<file path="src/rtl/wash_sequencer_pkg.sv">
// Shared definitions for the wash programme: state codes, level limits and
// the per-mode phase ordering used by the sequencer and the display stage.
package wash_sequencer_pkg;

  typedef enum logic [2:0] {
    S_OFF   = 3'd0,
    S_IDLE  = 3'd1,
    S_WASH  = 3'd2,
    S_RINSE = 3'd3,
    S_SPIN  = 3'd4,
    S_DONE  = 3'd5
  } state_t;

  localparam int WASH_SEC_DEF  = 9;
  localparam int RINSE_SEC_DEF = 6;
  localparam int SPIN_SEC_DEF  = 3;
  localparam int BUZZ_SEC_DEF  = 2;

  localparam logic [3:0] LVL_MIN   = 4'd2;
  localparam logic [3:0] LVL_MAX   = 4'd8;
  localparam logic [2:0] MODE_LAST = 3'd5;

  // Modes: 0 W+R+S, 1 W, 2 W+R, 3 R, 4 R+S, 5 S
  function automatic state_t first_phase(input logic [2:0] mode);
    state_t st;
    case (mode)
      3'd0, 3'd1, 3'd2: st = S_WASH;
      3'd3, 3'd4:       st = S_RINSE;
      default:          st = S_SPIN;
    endcase
    return st;
  endfunction

  function automatic state_t next_phase(input state_t cur, input logic [2:0] mode);
    state_t st;
    case (cur)
      S_WASH:  st = (mode == 3'd0 || mode == 3'd2) ? S_RINSE : S_DONE;
      S_RINSE: st = (mode == 3'd0 || mode == 3'd4) ? S_SPIN  : S_DONE;
      default: st = S_DONE;
    endcase
    return st;
  endfunction

endpackage

</file>
<file path="src/rtl/wash_sequencer_if.sv">
// Panel/actuator bundle between the button front-end, the sequencer and the display stage.
interface wash_sequencer_if;
  logic       clk_sec, power_btn, start_btn, mode_btn, water_btn;
  logic       power_led, start_led, module_select, water_select;
  logic [2:0] model_now;
  logic [3:0] water_level;
  logic       if_finish;
  logic [2:0] phase;
  logic [5:0] sec_left;
  logic       motor_on, inlet_valve, drain_valve, buzzer;

  modport master (
    output clk_sec, power_btn, start_btn, mode_btn, water_btn,
    input  power_led, start_led, module_select, water_select, model_now, water_level,
           if_finish, phase, sec_left, motor_on, inlet_valve, drain_valve, buzzer
  );

  modport slave (
    input  clk_sec, power_btn, start_btn, mode_btn, water_btn,
    output power_led, start_led, module_select, water_select, model_now, water_level,
           if_finish, phase, sec_left, motor_on, inlet_valve, drain_valve, buzzer
  );
endinterface

</file>
<file path="src/rtl/wash_sequencer_phase_timer.sv">
// Phase seconds counter: load wins over decrement; expire flags the tick that ends a phase.
module wash_sequencer_phase_timer (
  input  logic       clk,
  input  logic       reset,
  input  logic       load,
  input  logic [5:0] load_val,
  input  logic       tick,
  input  logic       en,
  output logic [5:0] count,
  output logic       expire
);

  always_ff @(posedge clk) begin
    if (!reset)                          count <= '0;
    else if (load)                       count <= load_val;
    else if (tick && en && count != '0)  count <= count - 6'd1;
  end

  assign expire = tick && (count == 6'd1);

endmodule

</file>
<file path="src/rtl/wash_sequencer.sv">
// Washing-machine programme controller: power/start, mode and level selection,
// WASH->RINSE->SPIN sequencing and actuator drive. All outputs registered.
module wash_sequencer
  import wash_sequencer_pkg::*;
#(
  parameter int WASH_SEC  = WASH_SEC_DEF,
  parameter int RINSE_SEC = RINSE_SEC_DEF,
  parameter int SPIN_SEC  = SPIN_SEC_DEF,
  parameter int BUZZ_SEC  = BUZZ_SEC_DEF
) (
  input logic              clk,
  input logic              reset,
  wash_sequencer_if.slave  bus
);

  state_t     state, nxt_state, succ;
  logic       run_en, nxt_run;
  logic [2:0] model, nxt_model;
  logic [3:0] level, nxt_level;
  logic       fin, nxt_fin;
  logic [3:0] buzz_cnt, nxt_buzz;
  logic       mod_sel, wat_sel;
  logic       t_load, t_en, t_expire;
  logic [5:0] t_val, sec_left;
  logic       pwr_q, motor_q, inlet_q, drain_q, buzzer_q, mod_sel_q, wat_sel_q;

  function automatic logic [5:0] phase_len(input state_t st, input logic [3:0] lvl);
    logic [5:0] len;
    case (st)
      S_WASH:  len = 6'(WASH_SEC)  + {2'b00, lvl};
      S_RINSE: len = 6'(RINSE_SEC) + {2'b00, lvl};
      S_SPIN:  len = 6'(SPIN_SEC);
      default: len = '0;
    endcase
    return len;
  endfunction

  wash_sequencer_phase_timer u_timer (
    .clk      (clk),
    .reset    (reset),
    .load     (t_load),
    .load_val (t_val),
    .tick     (bus.clk_sec),
    .en       (t_en),
    .count    (sec_left),
    .expire   (t_expire)
  );

  always_ff @(posedge clk) begin
    if (!reset) begin
      state     <= S_OFF;
      run_en    <= 1'b0;
      model     <= 3'd0;
      level     <= LVL_MIN;
      fin       <= 1'b0;
      buzz_cnt  <= '0;
      pwr_q     <= 1'b0;
      motor_q   <= 1'b0;
      inlet_q   <= 1'b0;
      drain_q   <= 1'b0;
      buzzer_q  <= 1'b0;
      mod_sel_q <= 1'b0;
      wat_sel_q <= 1'b0;
    end else begin
      state     <= nxt_state;
      run_en    <= nxt_run;
      model     <= nxt_model;
      level     <= nxt_level;
      fin       <= nxt_fin;
      buzz_cnt  <= nxt_buzz;
      pwr_q     <= (nxt_state != S_OFF);
      motor_q   <= nxt_run && (nxt_state inside {S_WASH, S_RINSE, S_SPIN});
      inlet_q   <= nxt_run && (nxt_state inside {S_WASH, S_RINSE});
      drain_q   <= nxt_run && (nxt_state == S_SPIN);
      buzzer_q  <= (nxt_state == S_DONE) && (nxt_buzz != '0);
      mod_sel_q <= mod_sel;
      wat_sel_q <= wat_sel;
    end
  end

  always_comb begin
    nxt_state = state;
    nxt_run   = run_en;
    nxt_model = model;
    nxt_level = level;
    nxt_fin   = fin;
    nxt_buzz  = buzz_cnt;
    mod_sel   = 1'b0;
    wat_sel   = 1'b0;
    t_load    = 1'b0;
    t_val     = '0;
    t_en      = 1'b0;
    succ      = next_phase(state, model);

    if (state == S_OFF) begin
      if (bus.power_btn) nxt_state = S_IDLE;
    end else if (bus.power_btn) begin
      // Power-off beats every simultaneous button or tick; selections survive.
      nxt_state = S_OFF;
      nxt_run   = 1'b0;
      nxt_fin   = 1'b0;
      nxt_buzz  = '0;
      t_load    = 1'b1;
    end else begin
      case (state)
        S_IDLE: begin
          if (bus.start_btn) begin
            nxt_state = first_phase(model);
            nxt_run   = 1'b1;
            t_load    = 1'b1;
            t_val     = phase_len(first_phase(model), level);
          end else begin
            if (bus.mode_btn) begin
              nxt_model = (model == MODE_LAST) ? 3'd0 : model + 3'd1;
              mod_sel   = 1'b1;
            end
            if (bus.water_btn) begin
              nxt_level = (level == LVL_MAX) ? LVL_MIN : level + 4'd1;
              wat_sel   = 1'b1;
            end
          end
        end
        S_WASH, S_RINSE, S_SPIN: begin
          // A pause/resume press swallows a coincident tick.
          if (bus.start_btn) begin
            nxt_run = ~run_en;
          end else if (run_en && bus.clk_sec) begin
            t_en = 1'b1;
            if (t_expire) begin
              nxt_state = succ;
              t_load    = 1'b1;
              t_val     = phase_len(succ, level);
              if (succ == S_DONE) begin
                nxt_run  = 1'b0;
                nxt_fin  = 1'b1;
                nxt_buzz = 4'(BUZZ_SEC);
              end
            end
          end
        end
        S_DONE: begin
          if (bus.start_btn) begin
            nxt_state = S_IDLE;
            nxt_fin   = 1'b0;
            nxt_buzz  = '0;
          end else if (bus.clk_sec && buzz_cnt != '0) begin
            nxt_buzz = buzz_cnt - 4'd1;
          end
        end
        default: nxt_state = S_OFF;
      endcase
    end
  end

  assign bus.power_led     = pwr_q;
  assign bus.start_led     = run_en;
  assign bus.module_select = mod_sel_q;
  assign bus.water_select  = wat_sel_q;
  assign bus.model_now     = model;
  assign bus.water_level   = level;
  assign bus.if_finish     = fin;
  assign bus.phase         = state;
  assign bus.sec_left      = sec_left;
  assign bus.motor_on      = motor_q;
  assign bus.inlet_valve   = inlet_q;
  assign bus.drain_valve   = drain_q;
  assign bus.buzzer        = buzzer_q;

endmodule

</file>
<file path="src/flat_wrapper.sv">
// flat-port wrapper written by rule: the top's interface ports become plain ports
module wash_sequencer_flat import wash_sequencer_pkg::*;
#(
  parameter int WASH_SEC  = WASH_SEC_DEF,
  parameter int RINSE_SEC = RINSE_SEC_DEF,
  parameter int SPIN_SEC  = SPIN_SEC_DEF,
  parameter int BUZZ_SEC  = BUZZ_SEC_DEF
)
  (clk, reset, bus_clk_sec, bus_power_btn, bus_start_btn, bus_mode_btn, bus_water_btn, bus_power_led, bus_start_led, bus_module_select, bus_water_select, bus_model_now, bus_water_level, bus_if_finish, bus_phase, bus_sec_left, bus_motor_on, bus_inlet_valve, bus_drain_valve, bus_buzzer);
  wash_sequencer_if bus_i ();
  input logic clk;
  input logic reset;
  input wire logic [$bits(bus_i.clk_sec)-1:0] bus_clk_sec;
  input wire logic [$bits(bus_i.power_btn)-1:0] bus_power_btn;
  input wire logic [$bits(bus_i.start_btn)-1:0] bus_start_btn;
  input wire logic [$bits(bus_i.mode_btn)-1:0] bus_mode_btn;
  input wire logic [$bits(bus_i.water_btn)-1:0] bus_water_btn;
  output wire logic [$bits(bus_i.power_led)-1:0] bus_power_led;
  output wire logic [$bits(bus_i.start_led)-1:0] bus_start_led;
  output wire logic [$bits(bus_i.module_select)-1:0] bus_module_select;
  output wire logic [$bits(bus_i.water_select)-1:0] bus_water_select;
  output wire logic [$bits(bus_i.model_now)-1:0] bus_model_now;
  output wire logic [$bits(bus_i.water_level)-1:0] bus_water_level;
  output wire logic [$bits(bus_i.if_finish)-1:0] bus_if_finish;
  output wire logic [$bits(bus_i.phase)-1:0] bus_phase;
  output wire logic [$bits(bus_i.sec_left)-1:0] bus_sec_left;
  output wire logic [$bits(bus_i.motor_on)-1:0] bus_motor_on;
  output wire logic [$bits(bus_i.inlet_valve)-1:0] bus_inlet_valve;
  output wire logic [$bits(bus_i.drain_valve)-1:0] bus_drain_valve;
  output wire logic [$bits(bus_i.buzzer)-1:0] bus_buzzer;
  assign bus_i.clk_sec = bus_clk_sec;
  assign bus_i.power_btn = bus_power_btn;
  assign bus_i.start_btn = bus_start_btn;
  assign bus_i.mode_btn = bus_mode_btn;
  assign bus_i.water_btn = bus_water_btn;
  assign bus_power_led = bus_i.power_led;
  assign bus_start_led = bus_i.start_led;
  assign bus_module_select = bus_i.module_select;
  assign bus_water_select = bus_i.water_select;
  assign bus_model_now = bus_i.model_now;
  assign bus_water_level = bus_i.water_level;
  assign bus_if_finish = bus_i.if_finish;
  assign bus_phase = bus_i.phase;
  assign bus_sec_left = bus_i.sec_left;
  assign bus_motor_on = bus_i.motor_on;
  assign bus_inlet_valve = bus_i.inlet_valve;
  assign bus_drain_valve = bus_i.drain_valve;
  assign bus_buzzer = bus_i.buzzer;
  wash_sequencer #(.WASH_SEC(WASH_SEC), .RINSE_SEC(RINSE_SEC), .SPIN_SEC(SPIN_SEC), .BUZZ_SEC(BUZZ_SEC)) u_core (.clk(clk), .reset(reset), .bus(bus_i));
endmodule
</file>
<file path="config.mk">
export PLATFORM = sky130hd
export DESIGN_NAME = wash_sequencer_flat
export DESIGN_NICKNAME = d
export VERILOG_FILES = /design/src/rtl/wash_sequencer_pkg.sv /design/src/rtl/wash_sequencer_if.sv /design/src/rtl/wash_sequencer_phase_timer.sv /design/src/rtl/wash_sequencer.sv /design/src/flat_wrapper.sv
export SDC_FILE = /design/constraint.sdc
export NUM_CORES = 1
export LEC_CHECK = 0
export ABC_CLOCK_PERIOD_IN_PS = 1900
export CAP_MARGIN = 30
export CORE_UTILIZATION = 49
export DETAILED_ROUTE_END_ITERATION = 8
export PLACE_DENSITY = 0.78
export SLEW_MARGIN = 10
export SYNTH_ARGS = -nofsm -noshare
export SYNTH_HDL_FRONTEND = slang
export SYNTH_SLANG_ARGS = --single-unit
</file>
<file path="constraint.sdc">
create_clock -name clk -period 1.9 [get_ports clk]
set_clock_uncertainty 0.05 [all_clocks]
set_input_delay 0.38 -clock clk [delete_from_list [all_inputs] [get_ports clk]]
set_output_delay 0.38 -clock clk [all_outputs]
set_load 0.01 [all_outputs]
</file>
==> results.toml <==
[sta]
finalSetupViolations = 0
period_needed_ns = 1.89
whs_ns = 0.529
tightestPinTransition_ns = 0.383
slew_violations = 0
finalHoldViolCount = 0
fmax_mhz = 530
slew_headroom_pct = 73.8
setup_ws_ns = 0.0117
grt_setup_unrepaired = "true"
finalCritPeriodShare_pct = 99.4
setup_tns_ns = 0

[critical_path]
crit_path_end_kind = "register"
cp.arrival_ns = 2.02
r2r.worst_path.cells = 8
r2r_end = "u_core.u_timer.count[1]$_SDFFE_PN0P_"
critPathKind = "register to register"
cp_max_fo = 5
required_ns = 2.03
r2r-start = "u_core.u_timer.count[1]$_SDFFE_PN0P_"
cp-start-kind = "register"
r2r_slack_ns = 0.01

[pwr]
power_density_nw_per_um2 = 495
power_mw = 1.56
static-leakage-power_nw = 1.31
ir_worst_vdd_v = 0.000435

[yosys]
yosysMostFrequentCell = "dfxtp_1"
synth_top_flop_cell = "dfxtp_1"
synth.cell_area_sq_um = 2180
synth.distinct_cells = 73
synth_edf_count = 0
synth.top_cell.area_share_pct = 26.6
synth_common_cells = "dfxtp_1, nand2_1, a21oi_1, nor2_1"
synth_top_area_cell = "dfxtp_1"
ys_async_sr_fraction_pct = 0
avgSynthCellArea_sq_um = 8.02
synth.yosys.warnings = 0
synthCells = 272
yosys-top-cells-area = "dfxtp_1, a21oi_1, ha_1"
ys_seq_area_share_pct = 26.6
ys_seq_elements = 29
synth_fp_nets = 287

[drt]
wl_met1_mm = 2.74
routedWlPerCell_um = 15.3
met2WireLength_mm = 2.88
ant_nets = 0
drc = 0
drt_iter0_markers = 217
drt_pass1_iterations = 5
totalWireLength_mm = 6.23
via_per_inst = 5.76
via_count = 2352
wl_met3_um = 408
top_layer_used = "met4"

[global_routing]
grt_pass1_vias = 2179
grt_max_degree = 24
track_usage_pct = 28.7
grt-ovfl-total = 0
grt_pass1_wl_mm = 10.0
antenna_found_initial = 0

[floorplan]
row_count = 23
die_width_um = 68.7
core_area_sq_um = 4140
die-area_sq_um = 4720
chipHeight_um = 68.7
start_util_pct = 52.6
io_pins = 32

[hold_path]
worstHoldEndpoint = "u_core.bus.water_level[1]$_SDFFE_PN1P_"
min_from = "u_core.bus.water_level[1]$_SDFFE_PN1P_"
min_path_type = "register to register"
hold_depth = 2

[clock_network]
cts_sinks = 29
cts-root-buf = "clkbuf_8"
cts_max_path_buffers = 2
tritoncts = "built"
h-tree-depth = 2
cts_hold_buf = 0
cts_made_buffers = 5
insertion_delay_ns = 0.29
path_clk_slew_ns = 0.07

[placed_design]
gp_congestion = 0.927
place_area_sq_um = 2880
portBuffers = 31
dp_slack_ns = -0.507
place_hpwl_mm = 4.26

[cells_and_area]
seq_area_sq_um = 599
fillers = 284
final_cell_area_sq_um = 3160
multi_input_area_sq_um = 1550
final_net_count = 372
area.growth.synth_to_final_pct = 44.7
num_antenna_cells = 0
drive_gt1_share_pct = 32.7

[job]
maxCapViolCount = 0

[outcome]
outcome = "complete, no violations"
==> worst max-delay path by stage <==
stage / start / endpoint / slack (ns)
finish: u_core.u_timer.count[1]$_SDFFE_PN0P_ / u_core.u_timer.count[1]$_SDFFE_PN0P_ / 0.01
global route: u_core.u_timer.count[1]$_SDFFE_PN0P_ / u_core.bus.start_led$_SDFF_PN0_ / -0.04
CTS: u_core.bus.phase[0]$_SDFF_PN0_ / u_core.bus.buzzer$_SDFF_PN0_ / 0.003
detailed placement: bus_start_btn / u_core.u_timer.count[1]$_SDFFE_PN0P_ / -0.51
global placement: bus_start_btn / u_core.bus.buzzer$_SDFF_PN0_ / -0.40
floorplan: u_core.bus.model_now[1]$_SDFFE_PN0P_ / u_core.bus.buzzer$_SDFF_PN0_ / 0.004
==> layout make-up <==
class                      instances  share of cell area [%]
clock buffer                       7                    3.05
clock inverter                     1                   0.159
inverter                          14                    1.67
multi-input combinational        214                    49.2
sequential                        29                    19.0
tap                               50                    1.98
timing repair buffer              93                    24.9
==> power breakdown <==
| group | internal (mW) | leakage, nW | switching, mW |
|---|---|---|---|
| Combinational | 0.168 | 1.02 | 0.176 |
| Sequential | 0.623 | 0.239 | 0.0191 |
| Clock | 0.327 | 0.0542 | 0.250 |
==> worst max-delay path: stages (launching register included) <==
cell      delay (ns)
dfxtp_2         0.35
inv_2           0.06
ha_4            0.15
and4b_2         0.27
o211ai_2        0.12
buf_4           0.17
and3_1          0.25
nand2b_4        0.10
o221a_2         0.25
==> flip-flops by register name (all words and copies together), names as in the netlist <==
| name | cells |
|---|---|
| u_core.bus.if_finish | 1 |
| u_core.bus.start_led | 1 |
| u_core.bus.inlet_valve | 1 |
| u_core.bus.power_led | 1 |
| u_core.bus.phase | 3 |
| u_core.bus.model_now | 3 |
| u_core.bus.motor_on | 1 |
| u_core.bus.buzzer | 1 |
| u_core.bus.module_select | 1 |
| u_core.bus.drain_valve | 1 |
| u_core.u_timer.count | 6 |
| u_core.bus.water_level | 4 |
| u_core.bus.water_select | 1 |
| u_core.buzz_cnt | 4 |
==> repair_timing <==
item | 4_1_cts | 5_1_grt
pin swaps | 8 | 12
buffers inserted | 2 | 2
gates resized for setup | 19 | 23
setup endpoints to repair | 25 | 16
==> kinds of logic (layout without fill, tap and decap cells) <==
| kind of cell | Yosys count | after routing | synth area share [%] |
|---|---|---|---|
| compound gates | 77 | 77 | 25.5 |
| fa+ha+maj | 8 | 8 | 4.59 |
| mux | 3 | 3 | 1.43 |
| buf+inv | 29 | 115 | 7.63 |
| flops | 29 | 29 | 26.6 |
| xor+xnor | 6 | 6 | 2.41 |
| simple gates | 120 | 120 | 31.8 |
==> cells in the final DEF, fill, tap and decap left out, types with 6 or more instances in the layout <==
master	n
a21oi_1	20
nand3_1	7
and3_1	6
o21ai_0	13
ha_1	6
dfxtp_2	6
inv_1	12
nor2b_1	10
clkbuf_8	7
clkdlybuf4s50_1	28
dfxtp_1	20
nor2_1	18
buf_4	59
nand2_1	23
nor3_1	9
and2_1	8
==> through the flow <==
step | instances | util [%]
detailed placement | 396 | 69.4
finish | 408 | 76.1
global route | 408 | 76.1
global placement | 396 | 69.4
floorplan | 272 | -
CTS | 406 | 73.8
==> routing by layer <==
metal	GRT usage (%)	up-vias
li1	-	1148
met1	37.1	1088
met2	45.6	94
met5	0	-
met4	12.8	0
met3	6.09	22
Note: power is estimated with default switching activity, not from simulation.
